===== src/rtl/pipe_stage_skid_if.sv =====
// Valid/ready/data handshake bundle for one side of an elastic pipeline stage.
// The producer uses the master modport and the consumer uses the slave modport.
interface pipe_stage_skid_if #(
    parameter int unsigned DATA_W = 32
);
    logic              valid;
    logic              ready;
    logic [DATA_W-1:0] data;

    modport master (output valid, output data, input ready);
    modport slave  (input valid, input data, output ready);
endinterface


===== src/rtl/pipe_stage_skid.sv =====
// Elastic pipeline stage with a 2-entry skid buffer; every output is decoded from registers.
// Defining PIPE_STAGE_PERF_EN adds saturating stall/bubble counters and their ports.
module pipe_stage_skid #(
    parameter int unsigned DATA_W = 32
`ifdef PIPE_STAGE_PERF_EN
    ,
    parameter int unsigned CNT_W  = 16
`endif
) (
    input  logic                    clk,
    input  logic                    reset,
    input  logic                    flush_i,
    pipe_stage_skid_if.slave        in_if,
    pipe_stage_skid_if.master       out_if,
    output logic [1:0]              occupancy_o
`ifdef PIPE_STAGE_PERF_EN
    ,
    output logic [CNT_W-1:0]        stall_cnt_o,
    output logic [CNT_W-1:0]        bubble_cnt_o
`endif
);

    typedef enum logic [1:0] {
        StEmpty = 2'd0,
        StOne   = 2'd1,
        StFull  = 2'd2
    } state_e;

    state_e            state_q, state_d;
    logic [DATA_W-1:0] main_q, main_d;
    logic [DATA_W-1:0] skid_q, skid_d;
    logic              in_fire, out_fire;

    assign in_if.ready  = (state_q != StFull);
    assign out_if.valid = (state_q != StEmpty);
    assign out_if.data  = main_q;
    assign occupancy_o  = state_q;

    always_comb begin
        state_d  = state_q;
        main_d   = main_q;
        skid_d   = skid_q;
        in_fire  = in_if.valid & in_if.ready;
        out_fire = out_if.valid & out_if.ready;
        // Flush beats every transition; payload registers keep stale data while empty.
        if (flush_i) begin
            state_d = StEmpty;
        end else begin
            case (state_q)
                StEmpty: begin
                    if (in_fire) begin
                        main_d  = in_if.data;
                        state_d = StOne;
                    end
                end
                StOne: begin
                    if (in_fire && out_fire) begin
                        main_d = in_if.data;
                    end else if (in_fire) begin
                        skid_d  = in_if.data;
                        state_d = StFull;
                    end else if (out_fire) begin
                        state_d = StEmpty;
                    end
                end
                StFull: begin
                    if (out_fire) begin
                        main_d  = skid_q;
                        state_d = StOne;
                    end
                end
                default: state_d = StEmpty;
            endcase
        end
    end

    always_ff @(posedge clk or negedge reset) begin
        if (!reset) begin
            state_q <= StEmpty;
            main_q  <= '0;
            skid_q  <= '0;
        end else begin
            state_q <= state_d;
            main_q  <= main_d;
            skid_q  <= skid_d;
        end
    end

`ifdef PIPE_STAGE_PERF_EN
    logic [CNT_W-1:0] stall_q, stall_d;
    logic [CNT_W-1:0] bubble_q, bubble_d;

    // Saturate rather than wrap; only reset clears these.
    always_comb begin
        stall_d  = stall_q;
        bubble_d = bubble_q;
        if (out_if.valid && !out_if.ready && (stall_q != {CNT_W{1'b1}})) begin
            stall_d = stall_q + CNT_W'(1);
        end
        if (!out_if.valid && out_if.ready && (bubble_q != {CNT_W{1'b1}})) begin
            bubble_d = bubble_q + CNT_W'(1);
        end
    end

    always_ff @(posedge clk or negedge reset) begin
        if (!reset) begin
            stall_q  <= '0;
            bubble_q <= '0;
        end else begin
            stall_q  <= stall_d;
            bubble_q <= bubble_d;
        end
    end

    assign stall_cnt_o  = stall_q;
    assign bubble_cnt_o = bubble_q;
`endif

endmodule


===== src/flat_wrapper.sv =====
// flat-port wrapper written by rule: the top's interface ports become plain ports
module pipe_stage_skid_flat 
#(
    parameter int unsigned DATA_W = 32

)
  (clk, reset, flush_i, occupancy_o, in_if_valid, in_if_data, in_if_ready, out_if_valid, out_if_data, out_if_ready);
  pipe_stage_skid_if #(.DATA_W(DATA_W)) in_if_i ();
  pipe_stage_skid_if #(.DATA_W(DATA_W)) out_if_i ();
  input  logic clk;
  input  logic reset;
  input  logic flush_i;
  output logic [1:0] occupancy_o;
  input wire logic [$bits(in_if_i.valid)-1:0] in_if_valid;
  input wire logic [$bits(in_if_i.data)-1:0] in_if_data;
  output wire logic [$bits(in_if_i.ready)-1:0] in_if_ready;
  output wire logic [$bits(out_if_i.valid)-1:0] out_if_valid;
  output wire logic [$bits(out_if_i.data)-1:0] out_if_data;
  input wire logic [$bits(out_if_i.ready)-1:0] out_if_ready;
  assign in_if_i.valid = in_if_valid;
  assign in_if_i.data = in_if_data;
  assign in_if_ready = in_if_i.ready;
  assign out_if_valid = out_if_i.valid;
  assign out_if_data = out_if_i.data;
  assign out_if_i.ready = out_if_ready;
  pipe_stage_skid #(.DATA_W(DATA_W)) u_core (.clk(clk), .reset(reset), .flush_i(flush_i), .in_if(in_if_i), .out_if(out_if_i), .occupancy_o(occupancy_o));
endmodule

===== config.mk =====
export PLATFORM = sky130hd
export DESIGN_NAME = pipe_stage_skid_flat
export DESIGN_NICKNAME = d
export VERILOG_FILES = /design/src/rtl/pipe_stage_skid_if.sv /design/src/rtl/pipe_stage_skid.sv /design/src/flat_wrapper.sv
export SDC_FILE = /design/constraint.sdc
export NUM_CORES = 1
export LEC_CHECK = 0
export CAP_MARGIN = 5
export CORE_ASPECT_RATIO = 0.6
export CORE_MARGIN = 5
export CORE_UTILIZATION = 45
export CTS_CLUSTER_SIZE = 30
export DETAILED_ROUTE_END_ITERATION = 8
export GPL_TIMING_DRIVEN = 0
export HOLD_SLACK_MARGIN = 0.15
export PLACE_DENSITY = 0.74
export REMOVE_ABC_BUFFERS = 1
export SYNTH_ARGS = -nofsm -noshare
export SYNTH_HDL_FRONTEND = slang
export SYNTH_SLANG_ARGS = --single-unit

===== constraint.sdc =====
create_clock -name clk -period 2.55 [get_ports clk]
set_input_delay 0.3825 -clock clk [delete_from_list [all_inputs] [get_ports clk]]
set_output_delay 0.3825 -clock clk [all_outputs]
set_load 0.1 [all_outputs]

==> results of run 1 <==
metal layers:
metal | vias to the layer above | wire [µm] | GRT usage, %
li1 | 822 | - | -
met2 | 61 | 2550 | 22.1
met1 | 872 | 2810 | 20.5
met3 | 6 | 575 | 8.81
met4 | 0 | 53 | 5.02
met5 | - | 0 | 0
sequential cells by signal, indices dropped and copies added, names as in the netlist:
signal,cells
u_core.out_if.data,32
u_core.skid_q,32
u_core.occupancy_o,2
kinds of logic (layout without fill, tap and decap cells):
kind of cell / count (synthesis) / after routing / synth area share [%]
buf+inv: 11 / 91 / 3.44
mux: 97 / 97 / 39.4
simple gates: 9 / 9 / 1.68
flops: 66 / 66 / 54.0
compound gates: 4 / 4 / 1.47
cell usage after synthesis (3+ instances only):
master,number
nor2_1,3
buf_6,4
buf_2,3
dfrtp_1,66
mux2_4,30
mux2_2,66
clkbuf_8,3
final timing paths:
kind	startpoint	end	slack, ns	cells past startpoint
min in group clk	u_core.skid_q[6]	u_core.skid_q[6]	0.50	1
worst min register to register	u_core.skid_q[6]	u_core.skid_q[6]	0.50	1
worst min-delay path	reset	u_core.out_if.data[29]	0.15	1
worst max-delay path	u_core.occupancy_o[0]	occupancy_o[0]	0.14	1
worst max register to register	u_core.occupancy_o[0]	u_core.out_if.data[8]	0.34	6
max in group asynchronous	reset	u_core.out_if.data[20]	1.85	1
placed cells by master (no fill, tap or decap):
master           Yosys  routed
clkbuf_8             3       2
dlymetal6s2s_1       0       1
nor3_1               1       1
a21oi_4              1       1
dlygate4sd2_1        0       1
buf_12               0       1
o21ai_4              1       1
dfrtp_1             66      66
mux2_2              66      66
nor2b_4              0       1
mux2_4              30      30
bufinv_16            0       2
mux2i_1              1       1
buf_16               0       2
buf_4                0       1
nand2b_1             1       1
o21a_1               1       1
a21oi_1              1       1
clkdlybuf4s50_1      0      69
clkbuf_16            0       9
nand3_2              0       1
inv_1                1       1
and2b_2              1       1
clkbuf_1             0       2
or2_2                1       1
nor2_1               3       3
report_power, final:
part	leakage (nW)	internal, mW	switching [mW]
combinational	0.856	0.524	1.01
sequential	0.795	1.30	0.131
clock	0.156	0.903	0.415
total	1.81	2.73	1.56
final cells by class:
class	instances	area share, %
tap	87	2.60
sequential	66	39.4
clock buffer	13	6.21
timing repair buffer	75	19.0
multi-input combinational	110	31.3
clock inverter	2	1.43
inverter	1	0.0896
through the flow:
step	hold slack, ns	worst slack [ns]	instances	setup TNS (ns)
floorplan	0.0869	-1.13	177	-40.44
global placement	0.481	-1.33	336	-131.52
global route	0.212	0.0496	354	0
detailed placement	0.488	-0.272	338	-4.07
CTS	0.181	0.0377	354	0
finish	0.147	0.144	354	0
repair_timing:
| action | in CTS | in global routing |
|---|---|---|
| resized for setup | 1 | 1 |
| endpoints found under the setup margin | 33 | 1 |
| hold buffers | 0 | 0 |
| setup buffers | 1 | 0 |
| pin swaps | 1 | 0 |
==> results_dict.tcl, run 1 <==
set metrics [dict create \
    outcome "finished, final reports clean" \
    post-route-min-period_ns 2.41 \
    chipHeight_um 73.8 \
    dpl.hpwl_um 3970 \
    clock_skew_ns 0.00415 \
    via_count 1761 \
    grt_pass1_vias 1948 \
    worst_slew_pin_slew_ns 0.987 \
    synth_top_area_cell "dfrtp_1" \
    detail_route.wl_per_cell_um 16.9 \
    cp-start-kind "register" \
    seqCellArea_mm2 0.00165 \
    grt_pass1_wl_um 9970 \
    fp.dieW_um 116 \
    gr-usage-all-layers_pct 15.7 \
    crit_fanout 7 \
    fin_crit_sh_pct 94.3 \
    via_per_inst 4.97 \
    syn_area_mm2 0.00306 \
    cts_sinks 66 \
    io_buffers 72 \
    synth_cell_types 19 \
    h-tree-depth 3 \
    crit_chain "clkdlybuf4s50_1" \
    crit_family "buffers and inverters" \
    clockRootBuffer "clkbuf_16" \
    area_delta_synth_final_pct 37.0 \
    cts_tree "built" \
    synth_ff_type "dfrtp_1" \
    ys_ff_latch 66 \
    arrival_ns 2.02 \
    worstPathRequired_ns 2.17 \
    start_util_pct 46.0 \
    ir_worst_vdd_mv 0.664 \
    syn_area_per_cell_um2 16.3 \
    hold_class "in2async" \
    ant_nets 0 \
    nets 300 \
    drc 0 \
    synthArstFlopShare_pct 100 \
    drt-initial-drc-count 68 \
    multi_input_area_mm2 0.00131 \
    cts_buffers 9 \
    cp_slowest_cell "clkdlybuf4s50_1" \
    rows 23 \
    fp.dieArea_mm2 0.00859 \
    pin_count 73 \
    grt_antenna_before_repair 0 \
    final-setup-viol-count 0 \
    yosys.area.top_type_share_pct 54.0 \
    max_slew_margin_pct 34.0 \
    wl_um 5990 \
    drv_slew 0 \
    slowest_delay_ns 1.20 \
    clk_latency_ns 0.33 \
    ys_warn_count 0 \
    cp_num_buf_inv 1 \
    fill_cells 520 \
    criticalPathCategory "reg2out" \
    synth_area_leaders "dfrtp_1 (54%), mux2_2 (24%), mux2_4 (15%), buf_6 (1.5%), clkbuf_8 (1.4%)" \
    clk_pin_slew_ns 0.05 \
    design_area_mm2 0.00419 \
    rsz0062_at_grt "no" \
    clk_path_buf_depth 2 \
    leakage_nw 1.81 \
    core-area_mm2 0.00665 \
    p_total_mw 4.29 \
    drv_cap 0 \
    drtPass1Iterations 4 \
    gr-total-overflow 0 \
    placed_area_mm2 0.00385 \
    fmax_mhz 416 \
    grt_max_degree 67 \
    synth_edf_count 0 \
    power_density_mw_per_mm2 1020 \
    hold_viol_final 0 \
    finalWeightedCongestion 0.673 \
    num_antenna_cells 0 \
    netlist_instances 187 \
    drive_above_1_share_pct 44.6 \
    finalCoreUtilization_pct 63.0 \
    synth-seq-area-share_pct 54.0 \
    endpoint_kind "output pin" \
]
(Power assumes the default switching activity.)
==> run 2, diff against run 1 <==
--- a/config.mk
+++ b/config.mk
@@ -9,12 +9,12 @@
 export CORE_ASPECT_RATIO = 0.6
 export CORE_MARGIN = 5
 export CORE_UTILIZATION = 45
+export CTS_CLUSTER_DIAMETER = 100
 export CTS_CLUSTER_SIZE = 30
 export DETAILED_ROUTE_END_ITERATION = 8
 export GPL_TIMING_DRIVEN = 0
 export HOLD_SLACK_MARGIN = 0.15
 export PLACE_DENSITY = 0.74
-export REMOVE_ABC_BUFFERS = 1
 export SYNTH_ARGS = -nofsm -noshare
 export SYNTH_HDL_FRONTEND = slang
 export SYNTH_SLANG_ARGS = --single-unit
==> run 2 against run 1 <==
Compared with the run above:
- setup slack lost 0.036 ns
- first-iteration DRC count increased by 2.9%
- count of clock-buffer cells in the layout shrank 1
- sequential power barely moved
- clock power about the same
- sequential share of layout area down 0.19 points
- largest cell class unchanged
- critical path depth rose by 1
- routed wire length hardly changed
- via count decreased by 0.23%
- register-to-register slack improved by 0.47 ns
- non-clock buffer count rose by 7
==> results_dict.tcl, run 2 (synthesis results as in run 1) <==
set metrics [dict create \
    gr-usage-all-layers_pct 15.2 \
    worstPathRequired_ns 2.17 \
    design_area_mm2 0.00421 \
    fin_crit_sh_pct 95.8 \
    arrival_ns 2.06 \
    crit_fanout 7 \
    drt-initial-drc-count 70 \
    detail_route.wl_per_cell_um 16.5 \
    chipHeight_um 73.8 \
    clockRootBuffer "clkbuf_16" \
    area_delta_synth_final_pct 37.7 \
    criticalPathCategory "reg2out" \
    final_common_cell "clkdlybuf4s50_1" \
    power_density_mw_per_mm2 1020 \
    via_per_inst 4.85 \
    drtPass1Iterations 4 \
    holdWs_ns 0.155 \
    nets 307 \
    dpl.hpwl_um 4130 \
    drv_slew 0 \
    cts_sinks 66 \
    p_total_mw 4.31 \
    finalWeightedCongestion 0.700 \
    hold_class "in2async" \
    cts_tree "built" \
    fp.dieArea_mm2 0.00859 \
    placed_area_mm2 0.00388 \
    cts_buffers 9 \
    h-tree-depth 3 \
    start_util_pct 46.0 \
    via_count 1757 \
    cts_hold_buf 0 \
    postCtsSetupRepairBufs 0 \
    rows 23 \
    layout_common_cells "clkdlybuf4s50_1 (70), mux2_2 (66), dfrtp_1 (66)" \
    clk_latency_ns 0.32 \
    clk_path_buf_depth 2 \
    hold_viol_final 0 \
    leakage_nw 1.82 \
    syn_nets 224 \
    grt_pass1_wl_um 9910 \
    num_antenna_cells 0 \
    grt_max_degree 67 \
    worst_slew_pin_slew_ns 1.01 \
    rsz0062_at_grt "no" \
    clock_skew_ns 0.00474 \
    clk_pin_slew_ns 0.06 \
    drv_cap 0 \
    max_slew_margin_pct 32.5 \
    io_buffers 72 \
    ir_worst_vdd_mv 0.567 \
    final-setup-viol-count 0 \
    grt_antenna_before_repair 0 \
    gr-total-overflow 0 \
    endpoint_kind "output pin" \
    fp.dieW_um 116 \
    post-route-min-period_ns 2.44 \
    pin_count 73 \
    fmax_mhz 410 \
    drive_above_1_share_pct 46.5 \
    wl_um 5990 \
    drc 0 \
    core-area_mm2 0.00665 \
    outcome "finished, final reports clean" \
    grt_pass1_vias 1974 \
    cp-start-kind "register" \
    ant_nets 0 \
    cts_resized 1 \
]
[run 2: per-stage QoR]
step | worst slack [ns] | TNS [ns] | instances | utilization, %
after floorplan | 0.169 | 0 | 187 | -
after global placement | -1.18 | -77.41 | 346 | 58.5
after detailed placement | 0.0794 | 0 | 346 | 58.4
after CTS | 0.00501 | 0 | 362 | 63.4
after global routing | 0.0366 | 0 | 362 | 63.3
final | 0.108 | 0 | 362 | 63.3
[run 2: metal layers]
| metal | vias to the layer above | wire length, µm | part of all wire, % | GRT usage (%) |
|---|---|---|---|---|
| met5 | - | 0 | 0 | 0 |
| met4 | 0 | 8 | 0.13 | 3.86 |
| met3 | 2 | 404 | 6.7 | 6.17 |
| met2 | 49 | 2610 | 44 | 22.1 |
| met1 | 872 | 2960 | 49 | 21.2 |
| li1 | 834 | - | - | - |
[run 2: worst paths after layout]
path | slack [ns] | to | start | cells past startpoint
max in group asynchronous | 1.86 | u_core.occupancy_o[0] | reset | 1
worst max register to register | 0.81 | u_core.out_if.data[28] | u_core.occupancy_o[0] | 6
worst min-delay path | 0.15 | u_core.out_if.data[0] | reset | 1
min in group clk | 0.50 | u_core.skid_q[1] | u_core.skid_q[1] | 1
worst max-delay path | 0.11 | out_if_valid | u_core.occupancy_o[0] | 2
worst min register to register | 0.50 | u_core.skid_q[1] | u_core.skid_q[1] | 1
[run 2: area by class of cell]
cell class | count | area, µm²
clock inverters | 4 | 73.8
fillers | 539 | 2440
well taps | 87 | 109
clock buffers | 12 | 256
multi-input cells | 110 | 1300
inverters | 1 | 3.75
flip-flops and latches | 66 | 1650
repair buffers | 72 | 713
plain buffers | 10 | 101
[run 2: critical path, stage by stage (launching register included)]
cell and delay [ns]:
dfrtp_1 0.47, or2_2 0.15, clkdlybuf4s50_1 1.12
[run 2: power breakdown]
part           switching, mW  internal (mW)  total, mW
clock network          0.436          0.909       1.35
logic                   1.01          0.521       1.53
registers              0.131           1.30       1.43
==> run 3, diff against run 2 <==
--- a/config.mk
+++ b/config.mk
@@ -14,7 +14,7 @@
 export DETAILED_ROUTE_END_ITERATION = 8
 export GPL_TIMING_DRIVEN = 0
 export HOLD_SLACK_MARGIN = 0.15
-export PLACE_DENSITY = 0.74
+export PLACE_DENSITY_LB_ADDON = 0.3
 export SYNTH_ARGS = -nofsm -noshare
 export SYNTH_HDL_FRONTEND = slang
 export SYNTH_SLANG_ARGS = --single-unit
==> run 3 against run 2 <==
Compared with the run above:
- maximum frequency down 1.4%
- clock power down 19%
- count of clock-buffer cells in the layout up 1
- highest routed layer unchanged
- sequential power about the same
- critical path type unchanged
==> results_dict.tcl, run 3 (synthesis results as in run 1) <==
set metrics [dict create \
    outcome "finished, final reports clean" \
    ant_nets 0 \
    chipHeight_um 73.8 \
    max_slew_margin_pct 33.2 \
    cts_buffers 9 \
    gr-total-overflow 0 \
    fp.dieW_um 116 \
    clk_path_buf_depth 2 \
    rows 23 \
    final_common_cell "clkdlybuf4s50_1" \
    drc 0 \
    criticalPathCategory "reg2out" \
    placed_area_mm2 0.00388 \
    dpl.hpwl_um 4260 \
    power_density_mw_per_mm2 981 \
    post-place-ws_ns 0.0951 \
    fmax_mhz 404 \
    final-setup-viol-count 0 \
    pin_count 73 \
    layout_common_cells "clkdlybuf4s50_1 (70), mux2_2 (66), dfrtp_1 (66)" \
    detail_route.wl_per_cell_um 17.0 \
    cts_tree "built" \
    worst_slew_pin_slew_ns 0.998 \
    cts_sinks 66 \
    clk_latency_ns 0.32 \
    clk_pin_slew_ns 0.05 \
    leakage_nw 1.79 \
    clock_skew_ns 0.00447 \
    via_per_inst 5.01 \
    cp_num_buf_inv 4 \
    setup-tns-final_ns 0 \
    drv_slew 0 \
    finalCoreUtilization_pct 62.3 \
    crit_chain "nor2b_2, buf_6, clkbuf_8, inv_1, clkdlybuf4s15_1" \
    fill_cells 522 \
    grt_antenna_before_repair 0 \
    crit_fanout 10 \
    design_area_mm2 0.00414 \
    seqCellArea_mm2 0.00165 \
    syn_nets 224 \
    hold_class "in2async" \
    arrival_ns 2.09 \
    cts_hold_buf 0 \
    clockRootBuffer "clkbuf_16" \
    num_antenna_cells 0 \
    io_buffers 72 \
    start_util_pct 46.0 \
    wl_um 6110 \
    multi_input_area_mm2 0.00130 \
    gr-usage-all-layers_pct 15.7 \
    grt_max_degree 67 \
    drive_above_1_share_pct 45.2 \
    stdcell_count 359 \
    endpoint_kind "output pin" \
    slowest_delay_ns 0.81 \
    drt-initial-drc-count 57 \
    crit_family "buffers and inverters" \
    fin_crit_sh_pct 97.1 \
    post-route-min-period_ns 2.48 \
    area_delta_synth_final_pct 35.6 \
    grt_pass1_wl_um 10000 \
    ir_worst_vdd_mv 0.479 \
    h-tree-depth 3 \
    grt_pass1_vias 2034 \
    dp_cells 346 \
    nets 307 \
    rsz0062_at_grt "no" \
    via_count 1798 \
    drtPass1Iterations 4 \
    cp_slowest_cell "clkdlybuf4s15_1" \
    drv_cap 0 \
    worstPathRequired_ns 2.17 \
    core-area_mm2 0.00665 \
    setup_ws_ns 0.0746 \
    finalWeightedCongestion 0.704 \
    fp.dieArea_mm2 0.00859 \
    cp-start-kind "register" \
    hold_viol_final 0 \
]
run 3: cell types whose count changed in the layout (fill, tap and decap cells not counted):
| cell | previous run | this run |
|---|---|---|
| clkinv_2 | 1 | 0 |
| bufinv_16 | 2 | 0 |
| clkdlybuf4s15_1 | 0 | 1 |
| clkbuf_2 | 1 | 0 |
| clkinv_4 | 1 | 0 |
| clkbuf_1 | 1 | 2 |
run 3: through the flow:
stage | hold slack, ns | total power [mW]
2_1_floorplan | 0.0869 | 2.59
3_3_place_gp | 0.481 | 2.96
3_5_place_dp | 0.487 | 2.99
4_1_cts | 0.190 | 4.11
5_1_grt | 0.235 | 4.22
6_report | 0.149 | 4.06
run 3: where the power goes:
part / internal [mW] / leakage (nW) / switching, mW / total, mW
clock: 0.694 / 0.128 / 0.403 / 1.10
sequential: 1.30 / 0.795 / 0.130 / 1.43
combinational: 0.521 / 0.864 / 1.01 / 1.54
total: 2.52 / 1.79 / 1.55 / 4.06
run 3: layout make-up:
cell class | count | share of cell area (%)
Sequential cell | 66 | 39.9
Multi-Input combinational cell | 110 | 31.4
Timing Repair Buffer | 72 | 17.3
Clock buffer | 13 | 6.28
Tap cell | 87 | 2.63
Buffer | 10 | 2.45
Inverter | 1 | 0.0906
run 3: what timing repair did:
action	4_1_cts	5_1_grt
buffers inserted	0	0
endpoints found under the setup margin	1	1
resized for setup	1	1
run 3: metal layers:
layer | up-vias | GRT usage (%) | share of wire, %
li1 | 832 | - | -
met1 | 912 | 21.1 | 48
met2 | 44 | 23.4 | 46
met3 | 10 | 4.36 | 3.7
met4 | 0 | 7.72 | 1.7
met5 | - | 0 | 0
run 3: path summary, 6_finish.rpt:
check | slack [ns] | depth (start not counted) | start | to
worst max-delay path | 0.07 | 5 | u_core.occupancy_o[1] | in_if_ready
worst min-delay path | 0.15 | 1 | reset | u_core.out_if.data[3]
worst max register to register | 0.80 | 6 | u_core.occupancy_o[0] | u_core.out_if.data[1]
worst min register to register | 0.50 | 1 | u_core.skid_q[8] | u_core.skid_q[8]
max in group asynchronous | 1.84 | 1 | reset | u_core.out_if.data[5]
min in group clk | 0.50 | 1 | u_core.skid_q[8] | u_core.skid_q[8]
